**config.mk**
```make
export PLATFORM = sky130hd
export DESIGN_NAME = facto_core_p
export DESIGN_NICKNAME = d
export VERILOG_FILES = /design/src/rtl/facto_pkg.sv /design/src/rtl/facto_mul.sv /design/src/rtl/facto_core_p.sv
export SDC_FILE = /design/constraint.sdc
export NUM_CORES = 2
export LEC_CHECK = 0
export CAP_MARGIN = 5
export CORE_UTILIZATION = 59
export DETAILED_ROUTE_END_ITERATION = 6
export DONT_BUFFER_PORTS = 1
export GPL_TIMING_DRIVEN = 0
export PLACE_DENSITY = 0.78
export SYNTH_ARGS = -nofsm -noshare
export SYNTH_HDL_FRONTEND = slang
export SYNTH_SLANG_ARGS = --single-unit
```
**constraint.sdc**
```tcl
create_clock -name clk -period 3.5 [get_ports clk]
set_input_delay 0.7 -clock clk [delete_from_list [all_inputs] [get_ports clk]]
set_output_delay 0.7 -clock clk [all_outputs]
set_load 0.01 [all_outputs]
```
**src/rtl/facto_pkg.sv**
```systemverilog
// Shared FSM state type and default widths for the factorial core and its multiplier.
package facto_pkg;

    localparam int OPER_W_DEF = 64;
    localparam int RES_W_DEF  = 128;

    typedef enum logic [2:0] {
        ST_IDLE,
        ST_CHECK,
        ST_MUL,
        ST_STEP,
        ST_DONE
    } facto_state_e;

endpackage

```
**src/rtl/facto_mul.sv**
```systemverilog
// Iterative shift-add multiplier, one multiplier bit per cycle (OPER_W cycles per product).
// With FACTO_CORE_OVF_DETECT_EN the product keeps RES_W+OPER_W bits, otherwise RES_W bits.
module facto_mul
    import facto_pkg::*;
#(
    parameter int OPER_W = OPER_W_DEF,
    parameter int RES_W  = RES_W_DEF
) (
    input  logic                    clk,
    input  logic                    reset,
    input  logic                    start,
    input  logic                    clear,
    input  logic [RES_W-1:0]        mcand,
    input  logic [OPER_W-1:0]       mplier,
    output logic                    done,
`ifdef FACTO_CORE_OVF_DETECT_EN
    output logic [RES_W+OPER_W-1:0] product
`else
    output logic [RES_W-1:0]        product
`endif
);

`ifdef FACTO_CORE_OVF_DETECT_EN
    localparam int PROD_W = RES_W + OPER_W;
`else
    localparam int PROD_W = RES_W;
`endif
    localparam int CNT_W = $clog2(OPER_W);
    localparam logic [CNT_W-1:0] LAST_BIT = CNT_W'(OPER_W - 1);

    logic [PROD_W-1:0] mcand_q, mcand_d;
    logic [PROD_W-1:0] prod_q, prod_d;
    logic [OPER_W-1:0] mplier_q, mplier_d;
    logic [CNT_W-1:0]  cnt_q, cnt_d;
    logic              run_q, run_d;

    always_comb begin
        mcand_d  = mcand_q;
        prod_d   = prod_q;
        mplier_d = mplier_q;
        cnt_d    = cnt_q;
        run_d    = run_q;
        if (clear) begin
            mcand_d  = '0;
            prod_d   = '0;
            mplier_d = '0;
            cnt_d    = '0;
            run_d    = 1'b0;
        end else if (start) begin
            mcand_d  = PROD_W'(mcand);
            prod_d   = '0;
            mplier_d = mplier;
            cnt_d    = '0;
            run_d    = 1'b1;
        end else if (run_q) begin
            if (mplier_q[0]) begin
                prod_d = prod_q + mcand_q;
            end
            mcand_d  = mcand_q << 1;
            mplier_d = mplier_q >> 1;
            cnt_d    = cnt_q + 1'b1;
            if (cnt_q == LAST_BIT) begin
                run_d = 1'b0;
            end
        end
    end

    always_ff @(posedge clk) begin
        if (reset) begin
            mcand_q  <= '0;
            prod_q   <= '0;
            mplier_q <= '0;
            cnt_q    <= '0;
            run_q    <= 1'b0;
        end else begin
            mcand_q  <= mcand_d;
            prod_q   <= prod_d;
            mplier_q <= mplier_d;
            cnt_q    <= cnt_d;
            run_q    <= run_d;
        end
    end

    // High while the final bit is being accumulated; product is complete on the next cycle.
    assign done    = run_q && (cnt_q == LAST_BIT);
    assign product = prod_q;

endmodule

```
**src/rtl/facto_core_p.sv**
```systemverilog
// Factorial core: n! of a signed operand by repeated multiplication through facto_mul.
// Define FACTO_CORE_OVF_DETECT_EN to widen the product and report overflow on op_ovf.
module facto_core_p
    import facto_pkg::*;
#(
    parameter int OPER_W = OPER_W_DEF,
    parameter int RES_W  = RES_W_DEF
) (
    input  logic              clk,
    input  logic              reset,
    input  logic              op_start,
    input  logic              op_clear,
    input  logic [OPER_W-1:0] oper,
    output logic              op_busy,
    output logic              op_done,
    output logic              op_err,
    output logic              op_ovf,
    output logic [RES_W-1:0]  result
);

`ifdef FACTO_CORE_OVF_DETECT_EN
    localparam int PROD_W = RES_W + OPER_W;
`else
    localparam int PROD_W = RES_W;
`endif
    localparam logic signed [OPER_W-1:0] K_ONE   = OPER_W'(1);
    localparam logic signed [OPER_W-1:0] K_TWO   = OPER_W'(2);
    localparam logic [RES_W-1:0]         ACC_ONE = RES_W'(1);

    facto_state_e               state_q, state_d;
    logic signed [OPER_W-1:0]   k_q, k_d;
    logic [RES_W-1:0]           acc_q, acc_d;
    logic                       err_q, err_d;
    logic                       mul_start, mul_done;
    logic [PROD_W-1:0]          mul_product;
`ifdef FACTO_CORE_OVF_DETECT_EN
    logic                       ovf_q, ovf_d;
`endif

    always_comb begin
        state_d   = state_q;
        k_d       = k_q;
        acc_d     = acc_q;
        err_d     = err_q;
        mul_start = 1'b0;
`ifdef FACTO_CORE_OVF_DETECT_EN
        ovf_d     = ovf_q;
`endif
        if (op_clear) begin
            state_d = ST_IDLE;
            k_d     = '0;
            acc_d   = '0;
            err_d   = 1'b0;
`ifdef FACTO_CORE_OVF_DETECT_EN
            ovf_d   = 1'b0;
`endif
        end else begin
            unique case (state_q)
                ST_IDLE: begin
                    if (op_start) begin
                        state_d = ST_CHECK;
                        k_d     = oper;
                        acc_d   = ACC_ONE;
                        err_d   = 1'b0;
`ifdef FACTO_CORE_OVF_DETECT_EN
                        ovf_d   = 1'b0;
`endif
                    end
                end
                ST_CHECK: begin
                    if (k_q[OPER_W-1]) begin
                        state_d = ST_DONE;
                        err_d   = 1'b1;
                        acc_d   = '0;
                    end else if (k_q <= K_ONE) begin
                        state_d = ST_DONE;
                    end else begin
                        state_d   = ST_MUL;
                        mul_start = 1'b1;
                    end
                end
                ST_MUL: begin
                    if (mul_done) begin
                        state_d = ST_STEP;
                    end
                end
                ST_STEP: begin
                    acc_d = mul_product[RES_W-1:0];
`ifdef FACTO_CORE_OVF_DETECT_EN
                    ovf_d = ovf_q | (|mul_product[PROD_W-1:RES_W]);
`endif
                    k_d   = k_q - K_ONE;
                    if (k_q == K_TWO) begin
                        state_d = ST_DONE;
                    end else begin
                        state_d   = ST_MUL;
                        mul_start = 1'b1;
                    end
                end
                ST_DONE: begin
                end
                default: state_d = ST_IDLE;
            endcase
        end
    end

    always_ff @(posedge clk) begin
        if (reset) begin
            state_q <= ST_IDLE;
            k_q     <= '0;
            acc_q   <= '0;
            err_q   <= 1'b0;
`ifdef FACTO_CORE_OVF_DETECT_EN
            ovf_q   <= 1'b0;
`endif
        end else begin
            state_q <= state_d;
            k_q     <= k_d;
            acc_q   <= acc_d;
            err_q   <= err_d;
`ifdef FACTO_CORE_OVF_DETECT_EN
            ovf_q   <= ovf_d;
`endif
        end
    end

    // The next-state acc/k feed the multiplier so a restart from STEP uses the updated pair.
    facto_mul #(
        .OPER_W (OPER_W),
        .RES_W  (RES_W)
    ) u_mul (
        .clk     (clk),
        .reset   (reset),
        .start   (mul_start),
        .clear   (op_clear),
        .mcand   (acc_d),
        .mplier  (k_d),
        .done    (mul_done),
        .product (mul_product)
    );

    assign op_done = (state_q == ST_DONE);
    assign op_busy = (state_q == ST_CHECK) || (state_q == ST_MUL) || (state_q == ST_STEP);
    assign op_err  = op_done && err_q;
`ifdef FACTO_CORE_OVF_DETECT_EN
    assign op_ovf  = op_done && ovf_q;
`else
    assign op_ovf  = 1'b0;
`endif
    assign result  = op_done ? acc_q : '0;

endmodule

```
==> impl_metrics.ini <==
[min_path]
hp-start = oper[59]
hold_class = in2reg
hold_depth = 2

[synthesis]
netlist_area_um2 = 30780
seq_area_frac_synth_pct = 34.02
synth_cell_types = 84
synth_ff_type = dfxtp_1
yosys_register_bits = 523
synth_edf_count = 0
synth-async-reset-ratio_pct = 0
syn_inst = 3982
syn_area_per_cell_um2 = 7.729
yosys_warnings = 0
syn_nets = 4182

[floorplan]
die_w_um = 230.4
pin_count = 200
core_um2 = 51410
fp.dieArea_um2 = 53080
initial_utilization_pct = 59.87
die-height_um = 230.4
rows = 83

[critical_path]
arrival_ns = 4.19
crit_required_ns = 4.01
rr_startpoint = u_mul.product[0]$_SDFFE_PP0P_
slowest_stage = dfxtp_2
crit_family = compound AO/OA/AOI/OAI gates
r2r_end = u_mul.product[124]$_SDFFE_PP0P_
path_cells = ha_4 > inv_2 > fa_2 > and2b_2 > o2111ai_4 > a21boi_4 > a31oi_4 > o41ai_4 > a21oi_4 > o41ai_4 > buf_4 > a311oi_4 > o31ai_4 > nand2_1 > mux2i_1 > a311o_1
cp-start-kind = flop
path_class = reg2reg
worst-path-buf-inv = 2
endpoint = u_mul.product[124]$_SDFFE_PP0P_
reg2reg_slack_ns = -0.17
slowest_delay_ns = 0.36
cp.depth = 16
reg2regPathDepth = 16
crit_start = u_mul.product[0]$_SDFFE_PP0P_
critPathCaptureType = flop
path_max_fanout = 3
crit_top_cell = o41ai_4

[routing]
ant_nets = 0
dr.pass1.iters = 7
drc = 0
drt_iter0_markers = 3592
wirelength_um = 114300
via_per_inst = 6.740
wl_per_cell_um = 23.89
vias = 32263

[flow_run]
maxCapViolCount = 0

[global_route]
grt.overflow.total = 0
grt_pass1_vias = 30112
grt_max_degree = 16
grt_use_total_pct = 41.04
antenna_found_initial = 1
grt_pass1_wl_um = 171600

[timing]
hold_violations = 0
finClkSkew_ns = 0.02564
finalMaxSlewViolations = 0
fmax_mhz = 272.4
grt_setup_unrepaired = yes
slew_headroom_pct = 15.08
min_period_over_period_pct = 104.9
layout_min_cycle_time_ns = 3.672
fin_ws_ns = -0.1717
tightest_slew_ns = 1.274
setup_viol = 39

[finish]
fin_area_um2 = 35620
n_antenna_cell = 0
final_core_util_pct = 69.30
drive_above_1_share_pct = 12.00
nets = 4261
syn_to_final_growth_pct = 15.75

[clocking]
h-tree-depth = 2
cts_num_sinks = 523
cts.clk_slew.worst_paths_ns = 0.07
cts_buffers = 54
cts_buffer_depth = 3
insertion_delay_ns = 0.63
cts_root_buf = clkbuf_16
cts_tree = built

[placed_design]
dpl.hpwl_um = 82320
placed_area_um2 = 31650
pre_cts_ws_ns = -1.102
portBuffers = 0
gp_congestion = 1.035

[pwr]
power.leakage_nw = 13.20
cellPowerDensity_nw_per_um2 = 385.8
ir_worst_vdd_mv = 0.5235

[outcome]
violations = negative setup slack
status = complete, but fails checks
worst reg2reg max path: stages (launching register included):
cell	delay, ns
dfxtp_2	0.36
ha_4	0.15
inv_2	0.04
fa_2	0.32
and2b_2	0.26
o2111ai_4	0.14
a21boi_4	0.23
a31oi_4	0.13
o41ai_4	0.33
a21oi_4	0.14
o41ai_4	0.21
buf_4	0.20
a311oi_4	0.17
o31ai_4	0.34
nand2_1	0.13
mux2i_1	0.14
a311o_1	0.26
routing by layer:
| metal | track usage [%] | routed length [um] | vias up |
|---|---|---|---|
| met5 | 0 | 0 | - |
| li1 | - | - | 14769 |
| met3 | 8.300 | 11520 | 425 |
| met4 | 23.37 | 7045 | 0 |
| met1 | 52.45 | 45390 | 15232 |
| met2 | 64.40 | 50390 | 1837 |
stage by stage:
step                      TNS, ns  std cells  hold slack (ns)  total power, mW
after floorplan                 0       3982           0.4432            6.898
after global placement    -207.29       4662           0.4635            7.237
after detailed placement  -210.94       4662           0.4670            7.248
after CTS                  -2.499       4793           0.2475            13.59
after global routing       -3.687       4787           0.2734            14.05
final                      -2.110       4787           0.2494            13.74
final cells by class:
class / instances / area, um^2
fill: 4376 / 15780
buffer: 296 / 1480
clock buffer: 73 / 1577
sequential: 523 / 10480
tap: 680 / 850.8
clock inverter: 29 / 395.4
inverter: 52 / 195.2
timing repair buffer: 54 / 449.2
multi-input combinational: 3080 / 20190
state kept, by name, summed over array words and instances (netlist names):
register and cells:
acc_q 128, err_q 1, k_q 64, state_q 3, u_mul.cnt_q 6, u_mul.mcand_q 128
u_mul.mplier_q 64, u_mul.product 128, u_mul.run_q 1
layout by cell type (no fill, tap or decap), types with 10 or more instances in the layout:
| master | count |
|---|---|
| a31oi_1 | 30 |
| inv_1 | 49 |
| o31ai_1 | 17 |
| buf_2 | 29 |
| nand3_1 | 57 |
| clkbuf_8 | 11 |
| o22ai_1 | 13 |
| nand4_1 | 70 |
| o211a_1 | 10 |
| or2_2 | 10 |
| xor2_1 | 37 |
| o21ai_0 | 178 |
| a21o_1 | 55 |
| dfxtp_1 | 515 |
| o21bai_1 | 45 |
| o21ai_1 | 36 |
| and3_1 | 142 |
| nand2_1 | 381 |
| a211oi_1 | 198 |
| nor3_1 | 66 |
| mux2i_1 | 25 |
| buf_6 | 24 |
| nor2_1 | 440 |
| nor2b_1 | 155 |
| buf_4 | 58 |
| or3_1 | 25 |
| ha_1 | 128 |
| clkbuf_2 | 16 |
| a21oi_2 | 13 |
| a221oi_1 | 33 |
| buf_1 | 15 |
| nor4_1 | 25 |
| xnor2_1 | 82 |
| clkbuf_1 | 201 |
| a22oi_1 | 137 |
| clkbuf_16 | 59 |
| a211oi_2 | 102 |
| o21a_1 | 21 |
| a21oi_1 | 331 |
Yosys cell counts (54+ instances only):
library cell,count,share of area [%]
and3_1,142,2.9
a21o_1,56,1.4
a22oi_1,137,3.3
a21oi_1,347,5.6
buf_2,54,0.88
xnor2_1,85,2.4
nand4_1,70,1.4
a211oi_1,304,7.4
dfxtp_1,523,34
clkbuf_1,247,3.0
nand3_1,61,0.99
nor3_1,78,1.3
o21ai_0,194,3.2
ha_1,131,5.3
nor2b_1,155,3.2
nand2_1,384,4.7
nor2_1,446,5.4
cell families (layout without fill, tap and decap cells):
kind of cell               after synthesis  in the layout  share of synthesized area [%]
DFF                                    523            523                          34.02
AOI/OAI and AO/OA                     1337           1337                          28.59
adders and majority gates              132            132                          5.391
xor gates and xnor gates               122            122                          3.472
and+or+nand+nor                       1461           1461                          22.68
other                                    1              1                        0.01218
muxes                                   27             27                         0.8822
buffers and inverters                  379            504                          4.952
report_power, final:
part           internal (mW)  total (mW)  switching, mW  leakage [nW]
logic                  0.388        1.23          0.846          8.03
registers               6.01        6.07         0.0627          4.22
clock network           3.77        6.44           2.67         0.943
worst min-delay path by stage:
stage / endpoint / slack [ns]
after detailed placement: u_mul.product[37]$_SDFFE_PP0P_ / 0.47
final: k_q[59]$_SDFF_PP0_ / 0.25
after floorplan: u_mul.product[123]$_SDFFE_PP0P_ / 0.44
after CTS: k_q[13]$_SDFF_PP0_ / 0.25
after global routing: k_q[59]$_SDFF_PP0_ / 0.27
after global placement: u_mul.product[126]$_SDFFE_PP0P_ / 0.46
timing repair:
item	in CTS	in global routing
pin swaps	41	53
hold endpoints to repair	0	0
setup endpoints to repair	468	375
gates resized for setup	201	204
gates cloned	1	2
buffers inserted	31	21
hold buffers	0	0
No activity file was read; power rests on OpenSTA's default activity.
